### src/rtl/dfc_param.sv
// Dual-half buffer: loads DEPTH samples, then streams pairwise sums/differences
// of the lower and upper halves in FIFO or LIFO order under valid/ready flow control.
module dfc_param #(
    parameter int unsigned DATA_W = 8,
    parameter int unsigned DEPTH  = 8
) (
    input  logic              clk,
    input  logic              reset,
    input  logic [DATA_W-1:0] datain,
    input  logic [1:0]        cmd,
    input  logic              op,
    input  logic              cmd_valid,
    input  logic              out_ready,
    output logic [DATA_W:0]   dataout,
    output logic              output_valid,
    output logic              out_last,
    output logic              busy
);

    localparam int unsigned HALF = DEPTH / 2;
    localparam int unsigned LW   = $clog2(DEPTH);
    localparam int unsigned BW   = (HALF > 1) ? $clog2(HALF) : 1;

    typedef enum logic [2:0] {StIdle, StLoad, StClear, StCompute, StOut} state_e;

    state_e            state_q, state_d;
    logic [DATA_W-1:0] buf_q [DEPTH];
    logic [DATA_W:0]   r_q   [HALF];
    logic [LW-1:0]     load_cnt_q;
    logic [BW-1:0]     beat_q;
    logic              op_q;
    logic              lifo_q;
    logic              accept;
    logic              last_beat;
    logic              load_last;
    logic [BW-1:0]     rd_idx;

    assign accept    = (state_q == StIdle) && cmd_valid;
    assign last_beat = (beat_q == BW'(HALF - 1));
    assign load_last = (load_cnt_q == LW'(DEPTH - 1));
    assign rd_idx    = lifo_q ? (BW'(HALF - 1) - beat_q) : beat_q;

    always_comb begin
        state_d = state_q;
        unique case (state_q)
            StIdle: begin
                if (cmd_valid) begin
                    case (cmd)
                        2'd0:    state_d = StLoad;
                        2'd3:    state_d = StClear;
                        default: state_d = StCompute;
                    endcase
                end
            end
            StLoad:    if (load_last) state_d = StIdle;
            StClear:   state_d = StIdle;
            StCompute: state_d = StOut;
            StOut:     if (out_ready && last_beat) state_d = StIdle;
            default:   state_d = StIdle;
        endcase
    end

    always_comb begin
        busy         = (state_q != StIdle);
        output_valid = (state_q == StOut);
        dataout      = '0;
        out_last     = 1'b0;
        if (output_valid) begin
            dataout  = r_q[rd_idx];
            out_last = last_beat;
        end
    end

    always_ff @(posedge clk) begin
        if (reset) begin
            state_q    <= StIdle;
            load_cnt_q <= '0;
            beat_q     <= '0;
            op_q       <= 1'b0;
            lifo_q     <= 1'b0;
            for (int i = 0; i < DEPTH; i++) buf_q[i] <= '0;
            for (int i = 0; i < HALF; i++) r_q[i] <= '0;
        end else begin
            state_q <= state_d;
            if (accept) begin
                op_q       <= op;
                lifo_q     <= (cmd == 2'd2);
                load_cnt_q <= '0;
                beat_q     <= '0;
            end
            case (state_q)
                StLoad: begin
                    buf_q[load_cnt_q] <= datain;
                    load_cnt_q        <= load_last ? '0 : load_cnt_q + 1'b1;
                end
                StClear: begin
                    for (int i = 0; i < DEPTH; i++) buf_q[i] <= '0;
                end
                StCompute: begin
                    // Zero-extend both operands so add keeps the carry and subtract wraps mod 2^(W+1)
                    for (int i = 0; i < HALF; i++) begin
                        r_q[i] <= op_q ? ({1'b0, buf_q[i]} - {1'b0, buf_q[i+HALF]})
                                       : ({1'b0, buf_q[i]} + {1'b0, buf_q[i+HALF]});
                    end
                end
                StOut: begin
                    if (out_ready) beat_q <= last_beat ? '0 : beat_q + 1'b1;
                end
                default: ;
            endcase
        end
    end

endmodule
### config.mk
export PLATFORM = sky130hd
export DESIGN_NAME = dfc_param
export DESIGN_NICKNAME = d
export VERILOG_FILES = /design/src/rtl/dfc_param.sv
export SDC_FILE = /design/constraint.sdc
export NUM_CORES = 1
export LEC_CHECK = 0
export ABC_AREA = 1
export CAP_MARGIN = 20
export CORE_AREA = 2 2 122 124
export DETAILED_ROUTE_END_ITERATION = 6
export DIE_AREA = 0 0 124 126
export GPL_ROUTABILITY_DRIVEN = 0
export GPL_TIMING_DRIVEN = 0
export PLACE_DENSITY_LB_ADDON = 0.08
export REMOVE_ABC_BUFFERS = 1
export SYNTH_ARGS = -nofsm -noshare
export SYNTH_HDL_FRONTEND = slang
export SYNTH_SLANG_ARGS = --single-unit
### constraint.sdc
create_clock -name clk -period 2.55 [get_ports clk]
set_clock_uncertainty 0.15 [all_clocks]
set_input_delay 0.6375 -clock clk [delete_from_list [all_inputs] [get_ports clk]]
set_output_delay 0.6375 -clock clk [all_outputs]
set_load 0.05 [all_outputs]
==> results of run 1 <==
## cell usage after synthesis (all sizes together) (2+ instances only)
| cell | instances | area [sq um] |
|---|---|---|
| or2 | 2 | 12.5 |
| inv | 189 | 712 |
| fa | 4 | 80.1 |
| nor3 | 2 | 21.3 |
| nor2 | 125 | 509 |
| buf | 6 | 47.5 |
| xor2 | 12 | 105 |
| nand3b | 7 | 52.6 |
| nand2 | 212 | 876 |
| ha | 39 | 488 |
| o21ai | 31 | 155 |
| nand3 | 67 | 340 |
| dfxtp | 10 | 200 |
| clkbuf | 4 | 15.0 |
| nand4 | 5 | 31.3 |
| nor3b | 2 | 15.0 |
| edfxtp | 100 | 3000 |
| a21oi | 57 | 285 |
## path summary, 6_finish.rpt
path,slack [ns],to,cells past startpoint
worst max-delay path,0.06,dataout[7],8
worst max register to register,0.14,r_q[3][5],11
worst min-delay path,0.38,load_cnt_q[1],2
worst min register to register,0.38,load_cnt_q[1],2
## where the power goes
part	internal (uW)	switching, uW	total (uW)
combinational	1010	1920	2940
clock	961	633	1590
sequential	2290	170	2460
## cells by family (layout without fill, tap and decap cells)
| group | count (synthesis) | count (layout) | share of synthesized area |
|---|---|---|---|
| adder cells (fa/ha/maj) | 43 | 43 | 0.0812 |
| buffers and inverters | 200 | 242 | 0.111 |
| XOR/XNOR | 13 | 13 | 0.0190 |
| AND/OR/NAND/NOR | 422 | 424 | 0.266 |
| flip-flops | 110 | 110 | 0.458 |
| AO/OA/AOI/OAI | 90 | 90 | 0.0651 |
## stage by stage
stage	TNS (ns)	hold slack, ns	area [sq um]	worst slack (ns)	total power (uW)
after CTS	0	0.384	7790	0.00436	6810
after global placement	-47.96	0.366	7420	-0.782	5110
after floorplan	0	0.337	6930	0.0559	4550
after global routing	-0.0366	0.408	8040	-0.0256	7530
after detailed placement	-33.28	0.374	7430	-0.369	5200
final	0	0.379	8040	0.0592	6990
## state kept, by name, summed over array words and instances (netlist names)
name and flops:
buf_q 64, r_q 36, load_cnt_q 3, state_q 3
beat_q 2, lifo_q 1, op_q 1
## final cells by class
type | count | share of cell area
Multi-Input combinational cell | 570 | 0.401
Tap cell | 184 | 0.0286
Clock inverter | 6 | 0.0135
Inverter | 190 | 0.0901
Clock buffer | 10 | 0.0285
Sequential cell | 110 | 0.399
Timing Repair Buffer | 36 | 0.0395
## worst max-delay path: stages (launching register included)
cell	delay, ns
sky130_fd_sc_hd__dfxtp_4	0.38
sky130_fd_sc_hd__inv_2	0.07
sky130_fd_sc_hd__nand2_4	0.11
sky130_fd_sc_hd__nand2_8	0.13
sky130_fd_sc_hd__inv_6	0.08
sky130_fd_sc_hd__nand2_1	0.07
sky130_fd_sc_hd__nand3_1	0.09
sky130_fd_sc_hd__a21oi_1	0.17
sky130_fd_sc_hd__buf_4	0.22
## per-layer routing
| layer | routed length (um) | track usage |
|---|---|---|
| met1 | 7570 | 0.294 |
| met2 | 7150 | 0.321 |
| met3 | 750 | 0.0358 |
| met4 | 257 | 0.0628 |
| met5 | 0 | 0 |
## repair_timing
| action | in CTS | in global routing |
|---|---|---|
| setup endpoints to repair | 36 | 82 |
| gates resized for setup | 67 | 56 |
| setup buffers | 4 | 6 |
| gates cloned | 0 | 2 |
| pin swaps | 1 | 8 |
==> impl_table.tex, run 1 <==
\begin{tabular}{lr}
\hline
Metric & Value \\
\hline
\multicolumn{2}{l}{\textbf{Drt}} \\
\quad Iteration-0 DRC count of the detailed router & 305 \\
\quad Average wire per cell in the routed design & 14.2 um \\
\quad Detailed Route WL & 15700 um \\
\quad DR vias & 5515 \\
\quad Detail Route Antenna Nets & 0 \\
\quad Vias/cell & 4.99 \\
\quad Number of search-and-repair iterations in the first detailed-routing pass & 5 \\
\quad Count of unresolved DRC violations after routing & 0 \\
\multicolumn{2}{l}{\textbf{Yosys}} \\
\quad Post-synth top flop & sky130\_fd\_sc\_hd\_\_edfxtp\_1 \\
\quad Synthesized netlist cell count & 878 \\
\quad Ys async rst share & 0 \\
\quad Syn Std Cell Area & 0.00700 sq mm \\
\quad Number of register bits inferred by synthesis & between 100 and 150 \\
\quad Avg Synthesized Cell Area & 7.97 sq um \\
\quad Sequential cell area fraction in the yosys report & 0.458 \\
\quad Count of warnings emitted by yosys & 0 \\
\quad Count of flip-flops with a built-in enable after synthesis & 100 \\
\quad Number of distinct library cell variants in the gate-level netlist after synthesis & 33 \\
\multicolumn{2}{l}{\textbf{Floorplan}} \\
\quad Total Die Area & 0.0156 sq mm \\
\quad Die Width & 124 um \\
\quad Initial core utilization & 0.489 \\
\quad Row count & 44 \\
\quad Vertical die dimension & 126 um \\
\quad Core Region & between 0.01 and 0.015 sq mm \\
\quad Boundary pin count & 27 \\
\multicolumn{2}{l}{\textbf{Clocking}} \\
\quad Clock tree from TritonCTS & yes \\
\quad Root buffer cell & sky130\_fd\_sc\_hd\_\_clkbuf\_16 \\
\quad Clock sink count & 110 \\
\quad Hold buffer count at cts & 0 \\
\quad Clock slew at the register clock pins of the worst setup and hold paths & around 0.070 ns \\
\quad Maximum count of clock buffers along a single path & 2 \\
\quad Clock latency of the later-clocked register in the worst-skew pair & 0.35 ns \\
\quad Level count of the clock H-tree & 3 \\
\quad Number of CTS-inserted buffers & 9 \\
\multicolumn{2}{l}{\textbf{STA}} \\
\quad Setup repair after global routing missed its margin & true \\
\quad Final setup viols & 0 \\
\quad Tcrit/Tclk final & 0.977 \\
\quad Highest Clock Rate & 401 MHz \\
\quad Slew at the pin closest to its max-slew limit & approximately 0.64 ns \\
\quad Post-layout min period & about 2.5 ns \\
\quad Headroom to the max-slew limit & 0.571 \\
\quad Final hold vios & 0 \\
\quad Total count of max-transition violations in the final report & 0 \\
\multicolumn{2}{l}{\textbf{Min path}} \\
\quad Hold Crit Class & reg -> reg \\
\quad Hold path start & load\_cnt\_q[1] \\
\multicolumn{2}{l}{\textbf{Layout}} \\
\quad Ant diodes & 0 \\
\quad Most common cell after layout, fill and taps aside & sky130\_fd\_sc\_hd\_\_nand2\_1 \\
\quad Sequential cell area & about 0.0032 sq mm \\
\quad Ratio of cells with drive above 1 in the final layout & 0.114 \\
\quad Fin util & 0.562 \\
\quad Filler-free cell count of the finished design & 1106 \\
\quad Area growth from synthesis to layout & 15.0\% \\
\quad Top library cells by usage in the layout, fill and taps aside & sky130\_fd\_sc\_hd\_\_nand2\_1, sky130\_fd\_sc\_hd\_\_inv\_1, sky130\_fd\_sc\_hd\_\_nor2\_1, sky130\_fd\_sc\_hd\_\_edfxtp\_1, sky130\_fd\_sc\_hd\_\_nand3\_1 \\
\quad Final net count & about 980 \\
\quad Fill cell count & 1360 \\
\quad Combined area of the multi-input logic cells & approximately 0.0032 sq mm \\
\multicolumn{2}{l}{\textbf{Global routing}} \\
\quad Total gr overflow & 0 \\
\quad Wire length of the first global-routing pass & 24500 um \\
\quad Number of antenna violations at the first check in global routing & 0 \\
\quad GRT Overall Usage & 0.206 \\
\quad Number of global-route vias before repair & between 5000 and 6000 \\
\quad Largest net degree at the start of global routing & 38 \\
\multicolumn{2}{l}{\textbf{Setup path}} \\
\quad Reg-to-reg critical path startpoint & buf\_q[7][1] \\
\quad Launching element type of the critical path & flop \\
\quad Worst Path Arrival & roughly 1.7 ns \\
\quad Setup CP Type & reg -> out \\
\quad Data required, critical path & 1.76 ns \\
\quad Capturing element type of the critical path & output port \\
\quad Critical Path Source & lifo\_q \\
\quad Maximum net fanout on the critical path & 18 \\
\multicolumn{2}{l}{\textbf{Place}} \\
\quad Count of buffers from port buffering & 26 \\
\quad Hpwl dp & around 11000 um \\
\quad DP Cell Count & 1078 \\
\multicolumn{2}{l}{\textbf{Power and ir drop}} \\
\quad Pwr/cell area & approximately 870 mW/mm\^{}2 \\
\quad Static Leakage & 0.00389 uW \\
\quad IR drop worst, VDD & 0.612 mV \\
\multicolumn{2}{l}{\textbf{Run status}} \\
\quad Result of the run & complete, no violations \\
\multicolumn{2}{l}{\textbf{Flow run}} \\
\quad Max-cap violations & 0 \\
\hline
\end{tabular}
Power figures use the tool's default switching activity.
==> inputs of run 2 (changes only) <==
- GPL_TIMING_DRIVEN: 0 -> default
==> run 2 against run 1 <==
Clock-buffer cell count increased by 1. Routed wire length decreased by 1.5%. Utilization increased by 1.3 points. Maximum frequency decreased by 0.11%. Cell count increased by 0.72%. Via count decreased by 1.7%. Sequential power about the same. Final area increased by 2.3%. Power decreased by 1.6%. Largest power group unchanged.
==> impl_table.tex, run 2 (synthesized netlist as in run 1, its figures left out) <==
\begin{tabular}{lr}
\hline
Metric & Value \\
\hline
\multicolumn{2}{l}{\textbf{Drt}} \\
\quad Detailed Route WL & 15500 um (-1.5\%) \\
\quad DR vias & 5420 (-1.7\%) \\
\quad Detail Route Antenna Nets & 0 (unchanged) \\
\quad Count of unresolved DRC violations after routing & 0 (unchanged) \\
\quad Vias/cell & 4.87 (-2.4\%) \\
\quad Number of search-and-repair iterations in the first detailed-routing pass & 5 (unchanged) \\
\quad Iteration-0 DRC count of the detailed router & 503 (+65\%) \\
\quad Average wire per cell in the routed design & 13.9 um (-2.2\%) \\
\multicolumn{2}{l}{\textbf{Min path}} \\
\quad Worst Hold Endpoint & load\_cnt\_q[2] \\
\quad Hold Crit Class & reg -> reg \\
\quad Hold path start & load\_cnt\_q[2] \\
\quad Hold-critical path depth & 2 (unchanged) \\
\multicolumn{2}{l}{\textbf{Layout}} \\
\quad Biggest registers after layout & buf\_q x64, r\_q x36 \\
\quad Register bank with the most flops & buf\_q \\
\quad Ratio of cells with drive above 1 in the final layout & 0.123 (+0.00870) \\
\quad Final net count & 983 (+0.82\%) \\
\quad Top library cells by usage in the layout, fill and taps aside & sky130\_fd\_sc\_hd\_\_nand2\_1, sky130\_fd\_sc\_hd\_\_inv\_1, sky130\_fd\_sc\_hd\_\_nor2\_1, sky130\_fd\_sc\_hd\_\_edfxtp\_1, sky130\_fd\_sc\_hd\_\_nand3\_1 \\
\quad Ant diodes & 0 (unchanged) \\
\quad Fin util & 0.575 (+0.0131) \\
\quad Area growth from synthesis to layout & 17.7\% \\
\quad Filler-free cell count of the finished design & 1114 (+0.72\%) \\
\quad Max reg flops & 64 (unchanged) \\
\quad Most common cell after layout, fill and taps aside & sky130\_fd\_sc\_hd\_\_nand2\_1 \\
\multicolumn{2}{l}{\textbf{Setup path}} \\
\quad Setup CP Type & reg -> out \\
\quad Minimum setup slack among reg-to-reg paths & 0.15 ns (about the same) \\
\quad Worst flop-to-flop path endpoint & r\_q[3][8] \\
\quad Most used cell along the critical path & sky130\_fd\_sc\_hd\_\_nand2\_8 \\
\quad Worst Path Arrival & 1.71 ns (about the same) \\
\quad Max incr delay on CP & 0.40 ns (+0.02 ns) \\
\quad Maximum net fanout on the critical path & 18 (unchanged) \\
\quad Data required, critical path & 1.76 ns (about the same) \\
\quad Worst-path cell chain & inv\_4, nand2\_8, nand2\_8, inv\_6, nand2\_1, nand3\_1, a21oi\_1, buf\_12 \\
\quad Reg-to-reg critical path startpoint & buf\_q[7][0] \\
\quad Capturing element type of the critical path & output port \\
\quad Launching element type of the critical path & flop \\
\quad Crit path max-delay cell type & sky130\_fd\_sc\_hd\_\_dfxtp\_4 \\
\quad FF-to-FF path depth & 14 (+3) \\
\multicolumn{2}{l}{\textbf{Power and ir drop}} \\
\quad Pwr/cell area & 836 mW/mm\^{}2 (-3.9\%) \\
\quad IR drop worst, VDD & 0.513 mV (-16\%) \\
\quad Static Leakage & 0.00395 uW (+1.3\%) \\
\multicolumn{2}{l}{\textbf{STA}} \\
\quad Post-layout min period & 2.49 ns (+0.00277 ns) \\
\quad Slew at the pin closest to its max-slew limit & 0.512 ns (-0.130 ns) \\
\quad Final setup viols & 0 (unchanged) \\
\quad Total count of max-transition violations in the final report & 0 (unchanged) \\
\quad Final hold vios & 0 (unchanged) \\
\quad Tcrit/Tclk final & 0.978 (+0.00108) \\
\quad Sum of negative setup slack & 0 ns (unchanged) \\
\quad Highest Clock Rate & 401 MHz (-0.11\%) \\
\quad Final WS setup & 0.0564 ns (-0.00277 ns) \\
\quad Headroom to the max-slew limit & 0.659 (+0.0876) \\
\multicolumn{2}{l}{\textbf{Global routing}} \\
\quad Number of antenna violations at the first check in global routing & 0 (unchanged) \\
\quad Largest net degree at the start of global routing & 37 (-2.6\%) \\
\quad Number of global-route vias before repair & 5018 (-1.8\%) \\
\quad Wire length of the first global-routing pass & 24500 um (-0.28\%) \\
\quad Total gr overflow & 0 (unchanged) \\
\quad GRT Overall Usage & 0.206 (about the same) \\
\multicolumn{2}{l}{\textbf{Clocking}} \\
\quad Maximum count of clock buffers along a single path & 2 (unchanged) \\
\quad Root buffer cell & sky130\_fd\_sc\_hd\_\_clkbuf\_16 \\
\quad Number of CTS-inserted buffers & 9 (unchanged) \\
\quad Clock tree from TritonCTS & yes \\
\quad Level count of the clock H-tree & 3 (unchanged) \\
\quad Clock latency of the later-clocked register in the worst-skew pair & 0.35 ns (about the same) \\
\quad Clock sink count & 110 (unchanged) \\
\quad Clock slew at the register clock pins of the worst setup and hold paths & 0.07 ns (about the same) \\
\multicolumn{2}{l}{\textbf{Place}} \\
\quad Hpwl dp & 11500 um (+2.1\%) \\
\quad DP Cell Count & 1088 (+0.93\%) \\
\quad Count of buffers from port buffering & 26 (unchanged) \\
\quad Worst Setup Slack post-DPL & 0.0573 ns (+0.426 ns) \\
\multicolumn{2}{l}{\textbf{Flow run}} \\
\quad Max-cap violations & 0 (unchanged) \\
\multicolumn{2}{l}{\textbf{Floorplan}} \\
\quad Initial core utilization & 0.489 (unchanged) \\
\quad Total Die Area & 0.0156 sq mm (unchanged) \\
\quad Boundary pin count & 27 (unchanged) \\
\quad Core Region & 0.0143 sq mm (unchanged) \\
\quad Row count & 44 (unchanged) \\
\quad Die Width & 124 um (unchanged) \\
\quad Vertical die dimension & 126 um (unchanged) \\
\multicolumn{2}{l}{\textbf{Run status}} \\
\quad Result of the run & complete, no violations \\
\hline
\end{tabular}
-- run 2: changes by cell type in the layout (fill, tap and decap cells not counted), moves of 3 or more --
| cell | before | now |
|---|---|---|
| sky130_fd_sc_hd__clkinvlp_4 | 0 | 3 |
| sky130_fd_sc_hd__ha_4 | 8 | 5 |
| sky130_fd_sc_hd__ha_1 | 30 | 33 |
| sky130_fd_sc_hd__a21oi_1 | 52 | 43 |
| sky130_fd_sc_hd__inv_2 | 15 | 7 |
| sky130_fd_sc_hd__inv_4 | 0 | 3 |
| sky130_fd_sc_hd__buf_4 | 18 | 14 |
| sky130_fd_sc_hd__inv_1 | 172 | 178 |
| sky130_fd_sc_hd__nand2_4 | 15 | 12 |
| sky130_fd_sc_hd__a21oi_2 | 5 | 14 |
| sky130_fd_sc_hd__clkinv_2 | 3 | 0 |
| sky130_fd_sc_hd__buf_12 | 0 | 13 |
-- run 2: layer usage --
metal | track usage | vias up | wire length, um
met5 | 0 | - | 0
met4 | 0.0648 | 0 | 244
met3 | 0.0294 | 16 | 758
met2 | 0.320 | 122 | 6990
met1 | 0.297 | 2406 | 7510
li1 | - | 2876 | -
-- run 2: layout make-up --
class | count | area [sq um]
timing repair buffer | 43 | 522
fill | 1295 | 6080
sequential | 110 | 3210
clock buffer | 11 | 243
multi-input combinational | 570 | 3240
tap | 184 | 230
timing repair inverter | 1 | 5.00
inverter | 190 | 729
clock inverter | 5 | 57.6
-- run 2: power breakdown --
group	total (uW)	switching (uW)	internal [uW]	leakage [uW]
logic	3020	1960	1060	0.00268
registers	2450	158	2290	0.00113
clock network	1410	624	789	0.000140
total	6880	2740	4130	0.00395
-- run 2: what timing repair did --
| item | 4_1_cts | 5_1_grt |
|---|---|---|
| gates resized for setup | 8 | 56 |
| pin swaps | 0 | 9 |
| buffers inserted | 0 | 6 |
| hold buffers | 0 | 0 |
| setup endpoints to repair | 11 | 29 |
| cloned | 0 | 4 |
-- run 2: metrics by stage --
step / total power (uW) / hold WS (ns) / area (sq um)
after floorplan: 4550 / 0.337 / 6930
after CTS: 6670 / 0.388 / 7950
after global routing: 7450 / 0.425 / 8230
final: 6880 / 0.410 / 8230
after global placement: 5180 / 0.370 / 7620
after detailed placement: 5240 / 0.376 / 7620
-- run 2: worst max-delay path: cells and delay by family, from the launching register on --
family	cells	cell delay, ns
DFF	1	0.40
and+or+nand+nor	4	0.36
buffers and inverters	3	0.33
AOI/OAI and AO/OA	1	0.26
-- run 2: worst max-delay path by stage --
stage / start / to / slack [ns] / cells past startpoint
after detailed placement: buf_q[6][0] / r_q[2][7] / 0.06 / 14
after CTS: lifo_q / dataout[1] / 0.002 / 8
after global routing: buf_q[5][0] / r_q[1][8] / -0.01 / 16
final: lifo_q / dataout[4] / 0.06 / 8
after global placement: buf_q[7][0] / r_q[3][7] / 0.1 / 14
after floorplan: lifo_q / dataout[0] / 0.06 / 6
